**config.mk**
```make
export PLATFORM = sky130hd
export DESIGN_NAME = ili9341_frame_scaler
export DESIGN_NICKNAME = d
export VERILOG_FILES = /design/src/rtl/ili9341_pkg.sv /design/src/rtl/ili9341_frame_scaler_scale_counter.sv /design/src/rtl/ili9341_frame_scaler.sv
export SDC_FILE = /design/constraint.sdc
export NUM_CORES = 1
export LEC_CHECK = 0
export ABC_AREA = 0
export CAP_MARGIN = 30
export CORE_MARGIN = 5
export CORE_UTILIZATION = 55
export CTS_BUF_LIST = sky130_fd_sc_hd__clkbuf_4 sky130_fd_sc_hd__clkbuf_8
export DETAILED_ROUTE_END_ITERATION = 8
export DONT_BUFFER_PORTS = 1
export PLACE_DENSITY_LB_ADDON = 0.08
export SLEW_MARGIN = 25
export SYNTH_ARGS = -nofsm -noshare
export SYNTH_HDL_FRONTEND = slang
export SYNTH_SLANG_ARGS = --single-unit
```
**constraint.sdc**
```tcl
create_clock -name clk_i -period 4.55 [get_ports clk_i]
set_input_delay 0.91 -clock clk_i [delete_from_list [all_inputs] [get_ports clk_i]]
set_output_delay 0.91 -clock clk_i [all_outputs]
set_load 0.01 [all_outputs]
```
**src/rtl/ili9341_pkg.sv**
```systemverilog
// Shared definitions for the ILI9341 frame path: scaler FSM states,
// RGB565 colour constants and small address/width helpers.
package ili9341_pkg;

    typedef enum logic [2:0] {
        IDLE   = 3'd0,
        FETCH  = 3'd1,
        WAIT   = 3'd2,
        STREAM = 3'd3,
        DONE   = 3'd4
    } state_e;

    localparam logic [15:0] RGB565_BLACK = 16'h0000;
    localparam logic [15:0] RGB565_WHITE = 16'hFFFF;
    localparam logic [15:0] RGB565_RED   = 16'hF800;
    localparam logic [15:0] RGB565_GREEN = 16'h07E0;
    localparam logic [15:0] RGB565_BLUE  = 16'h001F;

    // Bits needed to hold values 0..n-1, never less than one.
    function automatic int unsigned width_for(int unsigned n);
        return (n <= 1) ? 1 : $clog2(n);
    endfunction

    // First ROM word of image 'sel' when images are stored back-to-back.
    function automatic int unsigned img_base(int unsigned sel, int unsigned w, int unsigned h);
        return sel * w * h;
    endfunction

endpackage

```
**src/rtl/ili9341_frame_scaler_scale_counter.sv**
```systemverilog
// Generic wrapping counter 0..limit_i. wrap_o flags the enabled cycle in
// which the count returns to zero, so instances chain through wrap_o.
// next_o exposes the value the counter will hold after this edge.
module scale_counter #(
    parameter int unsigned W = 8
) (
    input  logic         clk_i,
    input  logic         rst_ni,
    input  logic         clr_i,
    input  logic         en_i,
    input  logic [W-1:0] limit_i,
    output logic [W-1:0] next_o,
    output logic         wrap_o
);

    logic [W-1:0] count_q, count_d;

    assign wrap_o = en_i && (count_q == limit_i);
    assign next_o = count_d;

    // Next count: clear wins, otherwise step or wrap when enabled.
    always_comb begin
        // NOTE: default assignment first, so no path leaves count_d unassigned and no latch is inferred.
        count_d = count_q;
        if (clr_i) begin
            count_d = '0;
        end else if (en_i) begin
            count_d = wrap_o ? '0 : count_q + 1'b1;
        end
    end

    // Count register.
    always_ff @(posedge clk_i or negedge rst_ni) begin
        // NOTE: non-blocking assignments so every register samples pre-edge values.
        if (!rst_ni) count_q <= '0;
        else         count_q <= count_d;
    end

endmodule

```
**src/rtl/ili9341_frame_scaler.sv**
```systemverilog
// Frame source for ili9341_controller: reads one of IMAGES SRC_W x SRC_H
// images from a 1-cycle synchronous ROM and streams it upscaled by SCALE
// in raster order over a valid/ready interface.
// Optional macro ILI_SCALER_MIRROR_EN adds mirror_i for horizontal flip.
module ili9341_frame_scaler
    import ili9341_pkg::*;
#(
    parameter int unsigned SRC_W      = 80,
    parameter int unsigned SRC_H      = 80,
    parameter int unsigned SCALE      = 3,
    parameter int unsigned PIXEL_SIZE = 16,
    parameter int unsigned IMAGES     = 5,
    parameter int unsigned ADDR_W     = width_for(IMAGES * SRC_W * SRC_H),
    parameter int unsigned SEL_W      = width_for(IMAGES)
) (
    input  logic                  clk_i,
    input  logic                  rst_ni,
    input  logic                  start_i,
    input  logic [SEL_W-1:0]      img_sel_i,
`ifdef ILI_SCALER_MIRROR_EN
    input  logic                  mirror_i,
`endif
    output logic [ADDR_W-1:0]     mem_addr_o,
    output logic                  mem_rd_o,
    input  logic [PIXEL_SIZE-1:0] mem_data_i,
    output logic [PIXEL_SIZE-1:0] pix_data_o,
    output logic                  pix_valid_o,
    input  logic                  pix_ready_i,
    output logic                  busy_o,
    output logic                  frame_done_o
);

    localparam int unsigned XW = width_for(SRC_W);
    localparam int unsigned YW = width_for(SRC_H);
    localparam int unsigned RW = width_for(SCALE);
    localparam logic [XW-1:0] X_LAST = XW'(SRC_W - 1);
    localparam logic [YW-1:0] Y_LAST = YW'(SRC_H - 1);
    localparam logic [RW-1:0] R_LAST = RW'(SCALE - 1);

    state_e                  state_q;
    logic [ADDR_W-1:0]       base_q, base_d, fetch_addr_d;
    logic [ADDR_W-1:0]       mem_addr_q;
    logic                    mem_rd_q, pix_valid_q, busy_q, frame_done_q;
    logic [PIXEL_SIZE-1:0]   pix_data_q;
    logic [SEL_W-1:0]        sel_d;
    logic [XW-1:0]           sx_next, col_d;
    logic [YW-1:0]           sy_next;
    logic [RW-1:0]           rx_next_unused, ry_next_unused;
    logic                    frame_start, hs;
    logic                    rx_wrap, sx_wrap, ry_wrap, sy_wrap;

    assign frame_start = (state_q == IDLE) && start_i;
    assign hs          = (state_q == STREAM) && pix_valid_q && pix_ready_i;

    // Out-of-range selectors fall back to image 0.
    assign sel_d  = (32'(img_sel_i) < IMAGES) ? img_sel_i : '0;
    assign base_d = frame_start ? ADDR_W'(img_base(32'(sel_d), SRC_W, SRC_H)) : base_q;

`ifdef ILI_SCALER_MIRROR_EN
    logic mirror_q, mirror_d;
    assign mirror_d = frame_start ? mirror_i : mirror_q;
    assign col_d    = mirror_d ? X_LAST - sx_next : sx_next;
`else
    assign col_d    = sx_next;
`endif

    // Address of the source pixel the counters hold after this edge, so the
    // registered read strobe and address are already on the bus during FETCH
    // and the ROM data is ready to capture at the end of WAIT.
    assign fetch_addr_d = base_d + ADDR_W'(sy_next) * ADDR_W'(SRC_W) + ADDR_W'(col_d);

    // Counter chain: rep_x -> src_x -> rep_y -> src_y; src_y wrap marks the last pixel.
    scale_counter #(.W(RW)) u_rep_x (
        .clk_i(clk_i), .rst_ni(rst_ni), .clr_i(frame_start), .en_i(hs),
        .limit_i(R_LAST), .next_o(rx_next_unused), .wrap_o(rx_wrap));
    scale_counter #(.W(XW)) u_src_x (
        .clk_i(clk_i), .rst_ni(rst_ni), .clr_i(frame_start), .en_i(rx_wrap),
        .limit_i(X_LAST), .next_o(sx_next), .wrap_o(sx_wrap));
    scale_counter #(.W(RW)) u_rep_y (
        .clk_i(clk_i), .rst_ni(rst_ni), .clr_i(frame_start), .en_i(sx_wrap),
        .limit_i(R_LAST), .next_o(ry_next_unused), .wrap_o(ry_wrap));
    scale_counter #(.W(YW)) u_src_y (
        .clk_i(clk_i), .rst_ni(rst_ni), .clr_i(frame_start), .en_i(ry_wrap),
        .limit_i(Y_LAST), .next_o(sy_next), .wrap_o(sy_wrap));

    // Frame FSM with registered outputs.
    always_ff @(posedge clk_i or negedge rst_ni) begin
        if (!rst_ni) begin
            state_q      <= IDLE;
            base_q       <= '0;
            mem_addr_q   <= '0;
            mem_rd_q     <= 1'b0;
            pix_data_q   <= '0;
            pix_valid_q  <= 1'b0;
            busy_q       <= 1'b0;
            frame_done_q <= 1'b0;
`ifdef ILI_SCALER_MIRROR_EN
            mirror_q     <= 1'b0;
`endif
        end else begin
            mem_rd_q     <= 1'b0;
            frame_done_q <= 1'b0;
            unique case (state_q)
                IDLE: begin
                    if (start_i) begin
                        base_q     <= base_d;
`ifdef ILI_SCALER_MIRROR_EN
                        mirror_q   <= mirror_d;
`endif
                        mem_addr_q <= fetch_addr_d;
                        mem_rd_q   <= 1'b1;
                        busy_q     <= 1'b1;
                        state_q    <= FETCH;
                    end
                end
                FETCH: state_q <= WAIT;
                WAIT: begin
                    pix_data_q  <= mem_data_i;
                    pix_valid_q <= 1'b1;
                    state_q     <= STREAM;
                end
                STREAM: begin
                    if (hs && sy_wrap) begin
                        pix_valid_q  <= 1'b0;
                        busy_q       <= 1'b0;
                        frame_done_q <= 1'b1;
                        state_q      <= DONE;
                    end else if (hs && rx_wrap) begin
                        pix_valid_q <= 1'b0;
                        mem_addr_q  <= fetch_addr_d;
                        mem_rd_q    <= 1'b1;
                        state_q     <= FETCH;
                    end
                end
                DONE:    state_q <= IDLE;
                default: state_q <= IDLE;
            endcase
        end
    end

    assign mem_addr_o   = mem_addr_q;
    assign mem_rd_o     = mem_rd_q;
    assign pix_data_o   = pix_data_q;
    assign pix_valid_o  = pix_valid_q;
    assign busy_o       = busy_q;
    assign frame_done_o = frame_done_q;

endmodule

```
==> run metrics <==
outcome=completed; post-synthesis cell area=4200 um2; layout cells sized above 1=20.9%; Startpoint Class=flop; hold crit path type=in2async; Initial DRT Pass Iterations=4; CP max stage delay=0.38 ns; chip height=97.4 um; Pwr Total=1.72 mW; num ports=58; maximum VDD drop=0.242 mV; CTS Root Buffer Type=clkbuf_8; Reg clk slew, reported paths=0.08 ns; Final Hold Fails=0; Primary FF master, synth=dfrtp_1; Slew Limit Fails=0; max_slew headroom=38.0%; GRT Util Overall=17.6%; H-tree levels=3; Buf/Inv on CP=1; worst-path cell chain=ha_2 -> and4bb_2 -> nand4_4 -> buf_4 -> mux2i_1 -> nor2_1 -> ha_1 -> ha_1 -> fa_2 -> a21o_1 -> a21oi_2 -> xnor2_1 -> ha_1 -> ha_1 -> o21ai_0 -> nand2b_1 -> a31oi_1 -> xnor2_1 -> mux2_2; Data arrival, critical path=4.57 ns; worst-margin pin slew=0.930 ns; Antenna diodes=0; syn nets=472; Most Frequent Cell on Critical Path=ha_1; Yosys cell types=56; Core Region=7330 um2; largest net degree at the start of global routing=72; Critical Path Slowest Stage Cell=dfrtp_1; busiest layer in global routing=met1; Post-synth ARST share=100%; hpwl dp=5740 um; iteration-0 DRC count of the detailed router=101; total wire length=7760 um; top-area cell type share of the netlist area=42.3%; Synth Area per Inst=10.5 um2; Lkg Pwr=2.42 nW; Worst Skew=0.00543 ns; CTS buffer count=9; die width=97.4 um; Rows=31; clock latency at the later pin of the worst-skew pair=0.34 ns; drc violations=0; register bit total from synthesis=71; Final Cycle Share=95.5%; maxcap violations=0; met1 usage=25.6%; max frequency=0.230 GHz; worst endpoint required time=4.78 ns; Mapped Cells=402; Final Core Density=64.3%; Initial Utilization=57.3%; grt met3 use=5.17%; CTS tree=built; Nets=502; critical path peak fanout=6; Worst setup EP type=flop; global route overflow=0; Hold-fix buffers, CTS=0; Sinks on Clock Net=71; largest cells by area after synthesis=dfrtp_1 (42%), ha_1 (12%), mux2_2 (5.9%); Yosys top cell by area=dfrtp_1; GPL Wtd Cong=0.788; synth warn=0; most common cell in the netlist=dfrtp_1; I/O Buffers=0; global-route wire length before repair=13600 um; CTS max path bufs=2; Worst path top cell family by delay=adder cells; routed via count=2860; Placement Setup Slack=-0.159 ns; met2 Track Usage GR=24.7%; Die Footprint=9490 um2; Synth top cells by count=dfrtp_1 (71), nand2_1 (42), ha_1 (41), nor2_1 (27), o21ai_0 (23); antenna-violating nets left=0; Final WS setup=0.206 ns; P&R area growth vs syn=12.2%; fin crit period=4.34 ns; drt wl/cell=14.5 um; initial antenna violation count=0; EDFF count, synth=0; Seq/Total Area, Yosys=42.3%; via/cell ratio=5.35; Power Dens Cells=366 nW/um2; WS Path Type=reg2reg; final setup fails=0; vias in the first global route=2831
-- registers in the layout, summed over array words and instances (netlist names) --
signal           flops
base_q              15
busy_o               1
frame_done_o         1
mem_addr_o          15
mem_rd_o             1
pix_data_o          16
pix_valid_o          1
state_q              3
u_rep_x.count_q      2
u_rep_y.count_q      2
u_src_x.count_q      7
u_src_y.count_q      7
-- through the flow --
stage	setup TNS (ns)	hold WS, ns	cell area (um2)	cells
floorplan	-0.0269	0.439	4230	402
global placement	-0.199	0.451	4500	518
detailed placement	-0.299	0.459	4500	518
CTS	0	0.235	4660	533
global route	-0.0381	0.221	4720	535
finish	0	0.256	4720	535
-- cell usage in the layout (no fill, tap or decap), drive strengths merged, types with 6 or more instances in the layout --
master	synthesis	layout
ha	41	41
buf	3	28
nor2	29	29
nor2b	7	7
a21oi	21	21
nor3	7	7
nand3	8	8
fa	6	6
and2	19	19
xnor2	13	13
xor2	16	16
inv	14	14
o21ai	25	25
dfrtp	71	71
nand2b	7	7
mux2	22	22
nand2	43	43
clkbuf	6	9
-- cells by family (layout without fill, tap and decap cells) --
kind of cell	after synthesis	after routing	synth area share, %
flops	71	71	42.3
mux	25	25	6.70
buf+inv	23	57	2.20
compound gates	66	66	9.53
xor+xnor	29	29	6.04
fa+ha+maj	47	47	15.1
simple gates	141	141	18.2
-- per-layer routing --
layer | part of all wire [%] | vias up
li1 | - | 1448
met1 | 51 | 1360
met2 | 43 | 47
met3 | 4.5 | 5
met4 | 1.1 | 0
met5 | 0 | -
-- repair_timing --
action                                  in CTS  in global routing
buffers inserted                             0                  2
endpoints found under the setup margin       0                  3
resized for setup                            0                  9
-- final timing paths --
path                                    startpoint             end  slack (ns)  depth (start not counted)
worst max-delay path            u_src_x.count_q[1]  mem_addr_o[14]        0.21                         19
worst min-delay path                        rst_ni  mem_addr_o[12]        0.26                          0
worst max register to register  u_src_x.count_q[1]  mem_addr_o[14]        0.21                         19
worst min register to register          base_q[12]      base_q[12]        0.47                          2
max in group asynchronous                   rst_ni   pix_data_o[6]        4.20                          0
min in group clk_i                      base_q[12]      base_q[12]        0.47                          2
-- area by class of cell --
type                    count  area (um2)
inverters                  14        52.6
repair buffers             28         210
flip-flops and latches     71        1780
well taps                  99         124
clock inverters             6        38.8
clock buffers               9         124
fillers                   572        2620
multi-input cells         308        2390
-- power breakdown --
group / internal [mW] / switching, mW / leakage, nW / total [mW]
Sequential: 0.784 / 0.165 / 0.926 / 0.949
Combinational: 0.185 / 0.159 / 1.41 / 0.344
Clock: 0.192 / 0.239 / 0.0809 / 0.431
Total: 1.16 / 0.563 / 2.42 / 1.72
No activity file was read; power rests on OpenSTA's default activity.
